===== src/rtl/ifb_pkg.sv =====
// Shared types and constants for the instruction fetch bridge.
// The optional prefetch line is enabled by defining IFB_PREFETCH_EN.
package ifb_pkg;

  typedef enum logic {
    IFB_IDLE = 1'b0,
    IFB_REQ  = 1'b1
  } ifb_state_e;

  localparam logic [31:0] IFB_NOP    = 32'h0000_0000;
  localparam logic [31:0] ZeroWord   = 32'h0000_0000;
  localparam int          IFB_ADDR_W = 32;
  localparam int          IFB_TAG_W  = IFB_ADDR_W - 2;

  // Word tag: the byte-offset bits are dropped.
  function automatic int ifb_tag_w(input int addr_w);
    return addr_w - 2;
  endfunction

  // The timeout counter only has to reach TIMEOUT_CYC-1.
  function automatic int ifb_cnt_w(input int timeout_cyc);
    return (timeout_cyc < 2) ? 1 : $clog2(timeout_cyc);
  endfunction

endpackage


===== src/rtl/ifb_line.sv =====
// One instruction buffer entry: valid/tag/data with write, invalidate and hit compare.
// Invalidate has priority over a write on the same edge.
module ifb_line
  import ifb_pkg::*;
#(
  parameter int TAG_W  = IFB_TAG_W,
  parameter int DATA_W = 32
) (
  input  logic              clk,
  input  logic              rst,
  input  logic              wr,
  input  logic              inv,
  input  logic [TAG_W-1:0]  wr_tag,
  input  logic [DATA_W-1:0] wr_data,
  input  logic [TAG_W-1:0]  lookup_tag,
  output logic              hit,
  output logic [DATA_W-1:0] data
);

  logic             valid;
  logic [TAG_W-1:0] tag;

  // NOTE: sequential state uses <= so every flop samples pre-edge values regardless of block order.
  always_ff @(posedge clk or negedge rst) begin
    if (!rst) begin
      valid <= 1'b0;
    end else if (inv) begin
      valid <= 1'b0;
    end else if (wr) begin
      valid <= 1'b1;
    end
  end

  // NOTE: tag and data are only ever observed through valid, so they carry no reset.
  always_ff @(posedge clk) begin
    if (wr && !inv) begin
      tag  <= wr_tag;
      data <= wr_data;
    end
  end

  assign hit = valid && (tag == lookup_tag);

endmodule


===== src/rtl/inst_fetch_bridge.sv =====
// Instruction fetch bridge: one-line buffer in front of a req/ack bus with stall, timeout and flush.
// Define IFB_PREFETCH_EN to add a next-line prefetch entry.
module inst_fetch_bridge
  import ifb_pkg::*;
#(
  parameter int ADDR_W      = 32,
  parameter int DATA_W      = 32,
  parameter int TIMEOUT_CYC = 255
) (
  input  logic              clk,
  input  logic              rst,
  input  logic              rom_ce_i,
  input  logic [ADDR_W-1:0] rom_addr_i,
  output logic [DATA_W-1:0] rom_data_o,
  output logic              stallreq_o,
  input  logic              flush_i,
  output logic              bus_req_o,
  output logic [ADDR_W-1:0] bus_addr_o,
  input  logic              bus_ack_i,
  input  logic [DATA_W-1:0] bus_rdata_i,
  output logic              fetch_err_o
);

  localparam int               TAG_W    = ifb_tag_w(ADDR_W);
  localparam int               CNT_W    = ifb_cnt_w(TIMEOUT_CYC);
  localparam logic [CNT_W-1:0] CNT_LAST = CNT_W'((TIMEOUT_CYC > 0) ? TIMEOUT_CYC - 1 : 0);

  ifb_state_e        state;
  logic [CNT_W-1:0]  cnt;
  logic              drop;
  logic              is_pf;
  logic [TAG_W-1:0]  fetch_tag;
  logic [TAG_W-1:0]  req_tag;
  logic              hit;
  logic              miss;
  logic              timeout;
  logic              bus_done;
  logic              keep;
  logic [DATA_W-1:0] fill_data;
  logic              dem_hit;
  logic              dem_wr;
  logic              dem_inv;
  logic [TAG_W-1:0]  dem_wtag;
  logic [DATA_W-1:0] dem_wdata;
  logic [DATA_W-1:0] dem_data;
  logic              unused_addr_bits;

  assign unused_addr_bits = ^rom_addr_i[1:0];
  assign fetch_tag        = rom_addr_i[ADDR_W-1:2];
  assign req_tag          = bus_addr_o[ADDR_W-1:2];
  assign timeout          = (TIMEOUT_CYC != 0) && (cnt == CNT_LAST);
  // An ack in the same cycle as the timeout still delivers real data.
  assign bus_done         = (state == IFB_REQ) && (bus_ack_i || timeout);
  assign keep             = !(drop || flush_i);
  assign fill_data        = bus_ack_i ? bus_rdata_i : DATA_W'(IFB_NOP);

  ifb_line #(.TAG_W(TAG_W), .DATA_W(DATA_W)) u_dem_line (
    .clk        (clk),
    .rst        (rst),
    .wr         (dem_wr),
    .inv        (dem_inv),
    .wr_tag     (dem_wtag),
    .wr_data    (dem_wdata),
    .lookup_tag (fetch_tag),
    .hit        (dem_hit),
    .data       (dem_data)
  );

`ifdef IFB_PREFETCH_EN
  logic              pf_hit;
  logic              pf_wr;
  logic              pf_inv;
  logic              pf_arm;
  logic              pf_copy;
  logic              pf_pending;
  logic [TAG_W-1:0]  pf_next_tag;
  logic [DATA_W-1:0] pf_data;

  ifb_line #(.TAG_W(TAG_W), .DATA_W(DATA_W)) u_pf_line (
    .clk        (clk),
    .rst        (rst),
    .wr         (pf_wr),
    .inv        (pf_inv),
    .wr_tag     (req_tag),
    .wr_data    (bus_rdata_i),
    .lookup_tag (fetch_tag),
    .hit        (pf_hit),
    .data       (pf_data)
  );

  assign hit        = rom_ce_i && (dem_hit || pf_hit);
  assign rom_data_o = !rom_ce_i ? DATA_W'(ZeroWord) :
                      dem_hit   ? dem_data :
                      pf_hit    ? pf_data  : DATA_W'(ZeroWord);

  always_comb begin
    // NOTE: every output gets a default first so no path through this block infers a latch.
    dem_wr    = 1'b0;
    pf_wr     = 1'b0;
    pf_arm    = 1'b0;
    pf_copy   = 1'b0;
    dem_wtag  = req_tag;
    dem_wdata = fill_data;
    if (bus_done && keep) begin
      if (!is_pf) begin
        dem_wr = 1'b1;
        pf_arm = bus_ack_i;
      end else if (bus_ack_i && miss && (fetch_tag == req_tag)) begin
        dem_wr = 1'b1;
        pf_arm = 1'b1;
      end else if (bus_ack_i && !miss) begin
        pf_wr = 1'b1;
      end
    end
    // A prefetch-line hit migrates into the demand line and frees the prefetch line.
    if (rom_ce_i && pf_hit && !dem_hit && !dem_wr && !flush_i) begin
      pf_copy   = 1'b1;
      dem_wr    = 1'b1;
      dem_wtag  = fetch_tag;
      dem_wdata = pf_data;
    end
    dem_inv = flush_i;
    pf_inv  = flush_i || (pf_copy && !pf_wr);
  end
`else
  assign is_pf      = 1'b0;
  assign hit        = rom_ce_i && dem_hit;
  assign rom_data_o = hit ? dem_data : DATA_W'(ZeroWord);
  assign dem_wr     = bus_done && keep;
  assign dem_wtag   = req_tag;
  assign dem_wdata  = fill_data;
  assign dem_inv    = flush_i;
`endif

  assign miss       = rom_ce_i && !hit;
  assign stallreq_o = miss;

  always_ff @(posedge clk or negedge rst) begin
    if (!rst) begin
      state       <= IFB_IDLE;
      bus_req_o   <= 1'b0;
      bus_addr_o  <= '0;
      fetch_err_o <= 1'b0;
      cnt         <= '0;
      drop        <= 1'b0;
`ifdef IFB_PREFETCH_EN
      is_pf       <= 1'b0;
      pf_pending  <= 1'b0;
      pf_next_tag <= '0;
`endif
    end else begin
      fetch_err_o <= 1'b0;
      case (state)
        IFB_IDLE: begin
          cnt  <= '0;
          drop <= 1'b0;
          if (miss && !flush_i) begin
            bus_req_o  <= 1'b1;
            bus_addr_o <= {fetch_tag, 2'b00};
            state      <= IFB_REQ;
`ifdef IFB_PREFETCH_EN
            is_pf      <= 1'b0;
          end else if (!miss && pf_pending && !flush_i) begin
            bus_req_o  <= 1'b1;
            bus_addr_o <= {pf_next_tag, 2'b00};
            state      <= IFB_REQ;
            is_pf      <= 1'b1;
            pf_pending <= 1'b0;
`endif
          end
        end
        IFB_REQ: begin
          cnt <= cnt + 1'b1;
          if (flush_i) begin
            drop <= 1'b1;
          end
          if (bus_done) begin
            bus_req_o   <= 1'b0;
            state       <= IFB_IDLE;
            fetch_err_o <= !bus_ack_i && !is_pf;
          end
`ifdef IFB_PREFETCH_EN
          if (pf_arm) begin
            pf_pending  <= 1'b1;
            pf_next_tag <= req_tag + 1'b1;
          end
`endif
        end
        default: state <= IFB_IDLE;
      endcase
    end
  end

endmodule


===== config.mk =====
export PLATFORM = sky130hd
export DESIGN_NAME = inst_fetch_bridge
export DESIGN_NICKNAME = d
export VERILOG_FILES = /design/src/rtl/ifb_pkg.sv /design/src/rtl/ifb_line.sv /design/src/rtl/inst_fetch_bridge.sv
export SDC_FILE = /design/constraint.sdc
export NUM_CORES = 1
export LEC_CHECK = 0
export ABC_AREA = 1
export CORE_MARGIN = 1
export CORE_UTILIZATION = 35
export DETAILED_ROUTE_END_ITERATION = 7
export SETUP_SLACK_MARGIN = 0.4
export SLEW_MARGIN = 20
export SYNTH_ARGS = -nofsm -noshare
export SYNTH_HDL_FRONTEND = slang
export SYNTH_SLANG_ARGS = --single-unit

===== constraint.sdc =====
create_clock -name clk -period 3.15 [get_ports clk]
set_input_delay 0.4725 -clock clk [delete_from_list [all_inputs] [get_ports clk]]
set_output_delay 0.4725 -clock clk [all_outputs]
set_load 0.02 [all_outputs]

==> flow_metrics.env, run 1 <==
export IMPL_status="complete, no violations"
export IMPL_cts_buffers=9
export IMPL_grt_ovfl_total=0
export IMPL_wl_per_cell_um=13.3
export IMPL_power_mw=4.52
export IMPL_min_path_type="input pin to async pin"
export IMPL_seqPwrFrac=0.461
export IMPL_synth_area_mm2=0.00483
export IMPL_cp_common_cell="nand2_1"
export IMPL_drv_cap=0
export IMPL_switching_share=0.321
export IMPL_critPathMaxStageDelay_ns=0.51
export IMPL_ys_warn_count=0
export IMPL_die_h_um=120
export IMPL_power_switching_mw=1.45
export IMPL_setup_viol=0
export IMPL_grt_max_degree=44
export IMPL_core_area_mm2=0.0133
export IMPL_track_usage=0.168
export IMPL_timing_critical_path_buf_inv=5
export IMPL_fin_area_mm2=0.00653
export IMPL_hpwl_mm=7.86
export IMPL_drive_gt1_frac=0.0918
export IMPL_route_detailed_drc=0
export IMPL_cts_root_buf="clkbuf_16"
export IMPL_grt_pass1_wl_mm=18.4
export IMPL_finalMaxSlewViolations=0
export IMPL_drt_first_pass_iters=4
export IMPL_register_area_mm2=0.00294
export IMPL_clk_latency_ns=0.35
export IMPL_io_pins=136
export IMPL_dr_first_iter_drc_count=215
export IMPL_p_int_mw=3.07
export IMPL_grt_setup_unrepaired="true"
export IMPL_critical_path_required_ns=2.68
export IMPL_cts_setup_buffers=0
export IMPL_clkTransAtPathRegs_ns=0.07
export IMPL_pwr_share_comb=0.295
export IMPL_ir_drop_mv=0.467
export IMPL_antenna_cells=0
export IMPL_fin_setup_tns_ns=0
export IMPL_die_area_mm2=0.0143
export IMPL_clockBufferDepth=2
export IMPL_vias=3799
export IMPL_start_util=0.362
export IMPL_cts_htree_levels=3
export IMPL_port_buffers=131
export IMPL_synth_avg_cell_area_um2=8.80
export IMPL_row_count=42
export IMPL_placed_area_mm2=0.00635
export IMPL_synthCells=549
export IMPL_layout_common_cells="nand2_1 (174), inv_1 (128), clkdlybuf4s50_1 (97)"
export IMPL_cp_end_kind="output pin"
export IMPL_arrival_ns=2.20
export IMPL_slew_limit_headroom=0.605
export IMPL_post_route_min_period_ns=2.67
export IMPL_leakagePower_nw=3.32
export IMPL_antenna_found_initial=0
export IMPL_yosys_register_bits=105
export IMPL_multi_input_area_mm2=0.00130
export IMPL_crit_type="input pin to output pin"
export IMPL_period_share=0.848
export IMPL_worstMarginPinSlew_ns=0.592
export IMPL_fin_skew_ns=0.00761
export IMPL_place_gp_congestion=0.768
export IMPL_crit_chain="clkdlybuf4s50_1 -> inv_1 -> nand2_1 -> nand2_1 -> inv_1 -> nand2_1 -> nor2_1 -> nand2_1 -> nor2_2 -> nand3_2 -> buf_12 -> nor2_1 -> buf_4"
export IMPL_die_x_um=120
export IMPL_cts_sinks=105
export IMPL_drt_total_wl_mm=11.4
export IMPL_fill_cells=1291
export IMPL_area_growth_synth_to_final_pct=35.1
export IMPL_critPathLaunchType="input pin"
export IMPL_ys_seq_area_frac=0.608
export IMPL_cts_tree="done"
export IMPL_fin_nets=752
export IMPL_final_common_cell="nand2_1"
export IMPL_worst_path_dominant_cell_family="buffers and inverters"
export IMPL_clock_fmax_mhz=375
export IMPL_final_antenna_net_count=0
export IMPL_power_density_mw_per_mm2=692
export IMPL_slowest_stage="clkdlybuf4s50_1"
export IMPL_viasPerCell=4.41
export IMPL_grt_pass1_vias=3695
export IMPL_synth_distinct_cells=25
export IMPL_crit_fanout=32
export IMPL_hold_viol=0
export IMPL_clkPwrFrac=0.244
-- per-layer routing --
layer	GRT usage	wire length (um)	up-vias
li1	-	-	1929
met1	0.210	5060	1721
met2	0.266	5130	137
met3	0.0570	1040	12
met4	0.0703	213	0
met5	0	0	-
-- cells by family after synthesis --
group           count (synthesis)  share of synthesized area
flops                         105                      0.608
fa+ha+maj                       2                    0.00518
simple gates                  264                      0.226
buf+inv                       151                      0.125
xor+xnor                        9                     0.0163
compound gates                 17                     0.0192
other cells                     1                   0.000776
-- synthesized netlist by cell type --
| cell | count | area share |
|---|---|---|
| nand2_1 | 174 | 0.14 |
| inv_1 | 129 | 0.10 |
| edfxtp_1 | 62 | 0.39 |
| nor2_1 | 48 | 0.037 |
| dfrtp_1 | 43 | 0.22 |
| nand4_1 | 32 | 0.041 |
| clkbuf_1 | 8 | 0.0062 |
| xnor2_1 | 8 | 0.014 |
| a21oi_1 | 6 | 0.0062 |
| buf_2 | 6 | 0.0062 |
| o21ai_0 | 6 | 0.0062 |
| nand3_1 | 4 | 0.0041 |
| buf_1 | 3 | 0.0023 |
| buf_6 | 3 | 0.0070 |
| nor3_1 | 3 | 0.0031 |
| a31oi_1 | 2 | 0.0026 |
| buf_4 | 2 | 0.0031 |
| ha_1 | 2 | 0.0052 |
| nor2_2 | 2 | 0.0026 |
| a21boi_0 | 1 | 0.0016 |
| conb_1 | 1 | 0.00078 |
| nand3_2 | 1 | 0.0021 |
| o21a_1 | 1 | 0.0016 |
| o21ai_1 | 1 | 0.0010 |
| xor2_1 | 1 | 0.0018 |
-- worst register-to-register path, delay by kind of cell (launching register included) --
family | cells | cell delay, ns
compound gates | 1 | 0.13
buf+inv | 2 | 0.68
flops | 1 | 0.41
simple gates | 4 | 0.56
-- sequential cells by signal, summed over array words and instances, names as in the netlist --
name              count
u_dem_line.tag       30
bus_req_o             1
u_dem_line.valid      1
u_dem_line.data      32
bus_addr_o           30
state                 1
cnt                   8
fetch_err_o           1
drop                  1
-- final cells by class --
type                       count  share of cell area
timing repair buffer         142               0.199
inverter                     129              0.0742
tap                          176              0.0337
sequential                   105               0.450
clock buffer                  10              0.0351
multi-input combinational    294               0.199
clock inverter                 6             0.00920
-- metrics by stage --
step	std cells	worst slack [ns]	hold WS [ns]	util
5_1_grt	862	0.352	0.167	0.489
2_1_floorplan	550	0.536	0.177	-
3_3_place_gp	846	0.0530	0.458	0.476
6_report	862	0.480	0.126	0.489
4_1_cts	862	0.403	0.342	0.500
3_5_place_dp	846	0.0231	0.457	0.476
-- power by group through the flow --
stage | Clock [mW] | Combinational [mW] | Sequential [mW]
4_1_cts | 1.14 | 1.35 | 2.09
5_1_grt | 1.19 | 1.45 | 2.13
2_1_floorplan | 0 | 0.424 | 2.32
6_report | 1.10 | 1.33 | 2.09
3_5_place_dp | 0 | 1.34 | 2.11
3_3_place_gp | 0 | 1.32 | 2.10
-- final timing paths --
kind | from | to | slack (ns) | cells past startpoint
min reg2reg | bus_addr_o[15] | u_dem_line.tag[13] | 0.47 | 0
min | rst | bus_addr_o[3] | 0.13 | 1
max | rom_addr_i[9] | rom_data_o[10] | 0.48 | 13
max reg2reg | cnt[4] | u_dem_line.tag[13] | 1.08 | 7
max in group asynchronous | rst | drop | 2.62 | 1
min in group clk | bus_addr_o[15] | u_dem_line.tag[13] | 0.47 | 0
-- timing repair --
item | CTS | global route
gates resized for setup | 84 | 52
hold buffers | 0 | 0
endpoints found under the setup margin | 32 | 33
pin swaps | 0 | 1
(Power assumes the default switching activity.)
==> run 2, diff against run 1 <==
==> constraint.sdc (replaced) <==
create_clock -name clk -period 2.7 [get_ports clk]
set_input_delay 0.405 -clock clk [delete_from_list [all_inputs] [get_ports clk]]
set_output_delay 0.405 -clock clk [all_outputs]
set_load 0.02 [all_outputs]
==> flow_metrics.env, run 2 (same netlist as run 1, synthesis figures left out) <==
export IMPL_rr_startpoint="cnt[0]"
export IMPL_wl_per_cell_um=13.4
export IMPL_crit_fanout=8
export IMPL_grt_pass1_wl_mm=19.2
export IMPL_grt_ovfl_total=0
export IMPL_p_int_mw=3.61
export IMPL_cts_buffers=9
export IMPL_finalMaxSlewViolations=0
export IMPL_clk_latency_ns=0.35
export IMPL_min_path_type="input pin to async pin"
export IMPL_setup_viol=0
export IMPL_clock_fmax_mhz=415
export IMPL_fin_area_mm2=0.00691
export IMPL_slew_limit_headroom=0.660
export IMPL_place_ws_ns=-0.282
export IMPL_whs_ns=0.0220
export IMPL_area_growth_synth_to_final_pct=42.9
export IMPL_route_detailed_drc=0
export IMPL_die_x_um=120
export IMPL_cts_htree_levels=3
export IMPL_worstMarginPinSlew_ns=0.511
export IMPL_placed_area_mm2=0.00644
export IMPL_place_gp_congestion=0.762
export IMPL_cts_sinks=105
export IMPL_hold_viol=0
export IMPL_fill_cells=1288
export IMPL_cts_tree="done"
export IMPL_fin_skew_ns=0.00825
export IMPL_regMostFlops="u_dem_line.data"
export IMPL_use_met3=0.0475
export IMPL_row_count=42
export IMPL_multi_input_area_mm2=0.00145
export IMPL_layout_common_cells="nand2_1 (171), inv_1 (128), clkdlybuf4s50_1 (67)"
export IMPL_cts_root_buf="clkbuf_16"
export IMPL_worst_slack_ns=0.290
export IMPL_grt_busiest_layer="met2"
export IMPL_clockBufferDepth=2
export IMPL_post_route_min_period_ns=2.41
export IMPL_largestRegisters="u_dem_line.data (32), bus_addr_o (30), u_dem_line.tag (30)"
export IMPL_period_share=0.893
export IMPL_arrival_ns=2.01
export IMPL_fin_nets=766
export IMPL_crit_type="flop to output pin"
export IMPL_power_switching_mw=1.70
export IMPL_final_antenna_net_count=0
export IMPL_status="complete, no violations"
export IMPL_viasPerCell=4.45
export IMPL_track_usage=0.174
export IMPL_cts_hold_repair_buffers=0
export IMPL_grt_setup_unrepaired="true"
export IMPL_grt_use_met2=0.279
export IMPL_clkPwrFrac=0.241
export IMPL_power_density_mw_per_mm2=768
export IMPL_pwr_share_comb=0.301
export IMPL_ir_drop_mv=0.447
export IMPL_grt_max_degree=34
export IMPL_grt_pass1_vias=3850
export IMPL_clkTransAtPathRegs_ns=0.07
export IMPL_seqPwrFrac=0.459
export IMPL_drive_gt1_frac=0.144
export IMPL_switching_share=0.320
export IMPL_io_pins=136
export IMPL_hpwl_mm=8.22
export IMPL_die_h_um=120
export IMPL_power_mw=5.30
export IMPL_antenna_found_initial=1
export IMPL_leakagePower_nw=3.46
export IMPL_drv_cap=0
export IMPL_port_buffers=131
export IMPL_cp_startpoint="u_dem_line.tag[7]"
export IMPL_vias=3900
export IMPL_largest_reg_flops=32
export IMPL_core_area_mm2=0.0133
export IMPL_critPathLaunchType="flop"
export IMPL_cp_end_kind="output pin"
export IMPL_drt_total_wl_mm=11.8
export IMPL_dr_first_iter_drc_count=284
export IMPL_critical_path_required_ns=2.30
export IMPL_met1_usage=0.226
export IMPL_die_area_mm2=0.0143
export IMPL_register_area_mm2=0.00294
export IMPL_final_common_cell="nand2_1"
export IMPL_drt_first_pass_iters=4
export IMPL_start_util=0.362
==> run 2: critical path, cell delays in order (launching register included) <==
cell and delay, ns:
edfxtp_1 0.39, nand2_1 0.08, nand2_1 0.05, inv_1 0.04, nand2_1 0.06, nor2_1 0.12
nand2_1 0.10, nor2_4 0.15, nand3_4 0.13, buf_6 0.15, buf_12 0.14, nor2_2 0.09
buf_4 0.14
==> run 2: path summary, 6_finish.rpt <==
| check | endpoint | slack, ns | cells after the start |
|---|---|---|---|
| setup reg to reg | u_dem_line.tag[4] | 0.86 | 7 |
| min in group clk | u_dem_line.tag[25] | 0.48 | 0 |
| hold reg to reg | u_dem_line.tag[25] | 0.48 | 0 |
| setup / recovery | rom_data_o[26] | 0.29 | 12 |
| max in group asynchronous | bus_addr_o[22] | 1.96 | 2 |
| hold / removal | bus_addr_o[9] | 0.02 | 1 |
==> run 2: final cells by class <==
type	instances	area share
antenna	1	0.000362
tap	176	0.0319
clock buffer	13	0.0348
inverter	129	0.0706
timing repair buffer	156	0.221
sequential	105	0.425
multi-input combinational	294	0.209
clock inverter	3	0.00652
==> run 2: power groups by stage <==
stage | Combinational [mW] | Sequential, mW | Clock, mW
2_1_floorplan | 0.496 | 2.70 | 0
3_3_place_gp | 1.57 | 2.44 | 0
3_5_place_dp | 1.59 | 2.46 | 0
4_1_cts | 1.60 | 2.43 | 1.31
5_1_grt | 1.73 | 2.48 | 1.37
6_report | 1.59 | 2.43 | 1.28
==> run 2: per-layer routing <==
metal,vias up,share of wire
met4,0,0.015
met5,-,0
li1,1957,-
met2,122,0.47
met1,1808,0.44
met3,13,0.072
==> run 2: timing repair <==
action / 4_1_cts / 5_1_grt
buffers inserted: 2 / 2
endpoints found under the hold margin: 0 / 0
setup endpoints to repair: 33 / 80
pin swaps: 1 / 9
gates resized for setup: 226 / 26
gates cloned: 2 / 0
==> run 2: metrics by stage <==
step | utilization | TNS (ns) | std cells
finish | 0.518 | 0 | 877
global route | 0.517 | 0 | 876
CTS | 0.510 | 0 | 874
detailed placement | 0.483 | -8.45 | 854
global placement | 0.483 | -7.78 | 854
floorplan | - | 0 | 550
==> run 3, diff against run 2 <==
==> constraint.sdc (replaced) <==
create_clock -name clk -period 2.7 [get_ports clk]
set_input_delay 0.27 -clock clk [delete_from_list [all_inputs] [get_ports clk]]
set_output_delay 0.27 -clock clk [all_outputs]
set_load 0.02 [all_outputs]
==> flow_metrics.env, run 3 (same netlist as run 1, synthesis figures left out) <==
export IMPL_clk_latency_ns=0.34
export IMPL_grt_pass1_wl_mm=18.5
export IMPL_clockBufferDepth=2
export IMPL_leakagePower_nw=3.42
export IMPL_core_area_mm2=0.0133
export IMPL_io_pins=136
export IMPL_antenna_cells=0
export IMPL_place_gp_congestion=0.767
export IMPL_power_mw=5.30
export IMPL_clkTransAtPathRegs_ns=0.07
export IMPL_drive_gt1_frac=0.122
export IMPL_critical_path_required_ns=2.43
export IMPL_cts_tree="done"
export IMPL_die_h_um=120
export IMPL_hpwl_mm=8.01
export IMPL_multi_input_area_mm2=0.00142
export IMPL_row_count=42
export IMPL_grt_setup_unrepaired="true"
export IMPL_finalMaxSlewViolations=0
export IMPL_route_detailed_drc=0
export IMPL_slew_limit_headroom=0.594
export IMPL_worstMarginPinSlew_ns=0.609
export IMPL_final_antenna_net_count=0
export IMPL_drt_first_pass_iters=6
export IMPL_power_density_mw_per_mm2=781
export IMPL_viasPerCell=4.47
export IMPL_drv_cap=0
export IMPL_die_x_um=120
export IMPL_cts_sinks=105
export IMPL_arrival_ns=1.99
export IMPL_setup_viol=0
export IMPL_dr_first_iter_drc_count=244
export IMPL_grt_pass1_vias=3797
export IMPL_crit_type="input pin to output pin"
export IMPL_fin_cells=867
export IMPL_period_share=0.835
export IMPL_cts_htree_levels=3
export IMPL_regMostFlops="u_dem_line.data"
export IMPL_place_ws_ns=-0.0452
export IMPL_port_buffers=131
export IMPL_wl_per_cell_um=13.6
export IMPL_post_route_min_period_ns=2.26
export IMPL_die_area_mm2=0.0143
export IMPL_layout_common_cells="nand2_1 (174), inv_1 (128), clkdlybuf4s50_1 (92)"
export IMPL_track_usage=0.167
export IMPL_cts_root_buf="clkbuf_16"
export IMPL_vias=3878
export IMPL_antenna_found_initial=0
export IMPL_crit_fanout=16
export IMPL_hold_viol=0
export IMPL_placed_cells=847
export IMPL_critPathLaunchType="input pin"
export IMPL_fin_skew_ns=0.00873
export IMPL_worst_slack_ns=0.444
export IMPL_area_growth_synth_to_final_pct=40.5
export IMPL_grt_ovfl_total=0
export IMPL_largestRegisters="u_dem_line.data (32), bus_addr_o (30), u_dem_line.tag (30)"
export IMPL_fin_nets=757
export IMPL_largest_reg_flops=32
export IMPL_status="complete, no violations"
export IMPL_min_path_type="input pin to flop"
export IMPL_final_common_cell="nand2_1"
export IMPL_cts_buffers=9
export IMPL_grt_max_degree=44
export IMPL_register_area_mm2=0.00294
export IMPL_ir_drop_mv=0.406
export IMPL_fill_cells=1257
export IMPL_drt_total_wl_mm=11.8
export IMPL_clock_fmax_mhz=443
export IMPL_cp_end_kind="output pin"
export IMPL_start_util=0.362
[run 3: changes by cell type in the layout (fill, tap and decap cells not counted), moves of 3 or more]
cell | previous run | this run
buf_2 | 1 | 16
buf_4 | 37 | 16
buf_6 | 14 | 11
clkbuf_1 | 4 | 1
clkdlybuf4s50_1 | 67 | 92
dlygate4sd2_1 | 30 | 0
dlymetal6s2s_1 | 0 | 5
nand2_1 | 171 | 174
nand2_2 | 3 | 0
nor2_1 | 28 | 34
nor2_2 | 9 | 3
[run 3: worst paths after layout]
check                      cells past startpoint           start  slack (ns)                 end
setup / recovery                              10  rom_addr_i[12]        0.44      rom_data_o[26]
hold / removal                                 3   rom_addr_i[2]        0.24       bus_addr_o[2]
setup reg to reg                               7          cnt[4]        0.78  u_dem_line.tag[21]
hold reg to reg                                0  bus_addr_o[15]        0.48  u_dem_line.tag[13]
max in group asynchronous                      2             rst        1.81      bus_addr_o[31]
min in group asynchronous                      2             rst        0.47       bus_addr_o[9]
[run 3: per-stage QoR]
step	hold WS [ns]	util	TNS [ns]	instance area (um^2)
6_report	0.238	0.509	0	6790
5_1_grt	0.248	0.509	0	6790
4_1_cts	0.154	0.489	0	6520
3_5_place_dp	0.462	0.478	-0.426	6380
3_3_place_gp	0.456	0.478	-0.0266	6380
2_1_floorplan	-0.0256	-	0	4840
[run 3: cell type report]
class,count,share of cell area
multi-input cells,294,0.208
clock inverters,6,0.00977
flip-flops and latches,105,0.433
inverters,129,0.0719
well taps,176,0.0324
repair buffers,147,0.211
clock buffers,10,0.0337
[run 3: worst max-delay path: stages]
cell             delay [ns]
clkdlybuf4s50_1        0.51
xnor2_1                0.14
nand2_1                0.07
nor2_1                 0.09
nand2_1                0.11
nor2_4                 0.17
nand3_4                0.15
clkbuf_16              0.22
nor2_1                 0.09
buf_2                  0.17
[run 3: timing repair]
| action | in CTS | in global routing |
|---|---|---|
| cloned | 0 | 2 |
| endpoints found under the setup margin | 33 | 63 |
| hold buffers | 0 | 1 |
| pin swaps | 0 | 2 |
| gates resized for setup | 129 | 64 |
| hold endpoints to repair | 0 | 43 |
| buffers inserted | 0 | 1 |
[run 3: power breakdown]
part	switching [mW]	internal, mW	total [mW]	leakage, nW
clock network	0.581	0.725	1.31	0.147
logic	0.865	0.703	1.57	2.15
registers	0.260	2.17	2.43	1.12
[run 3: routing by layer]
layer,GRT usage,share of wire,vias to the layer above,wire (um)
li1,-,-,1936,-
met1,0.222,0.45,1806,5340
met2,0.263,0.48,127,5620
met3,0.0423,0.065,9,768
met4,0.0617,0.0080,0,95
met5,0,0,-,0
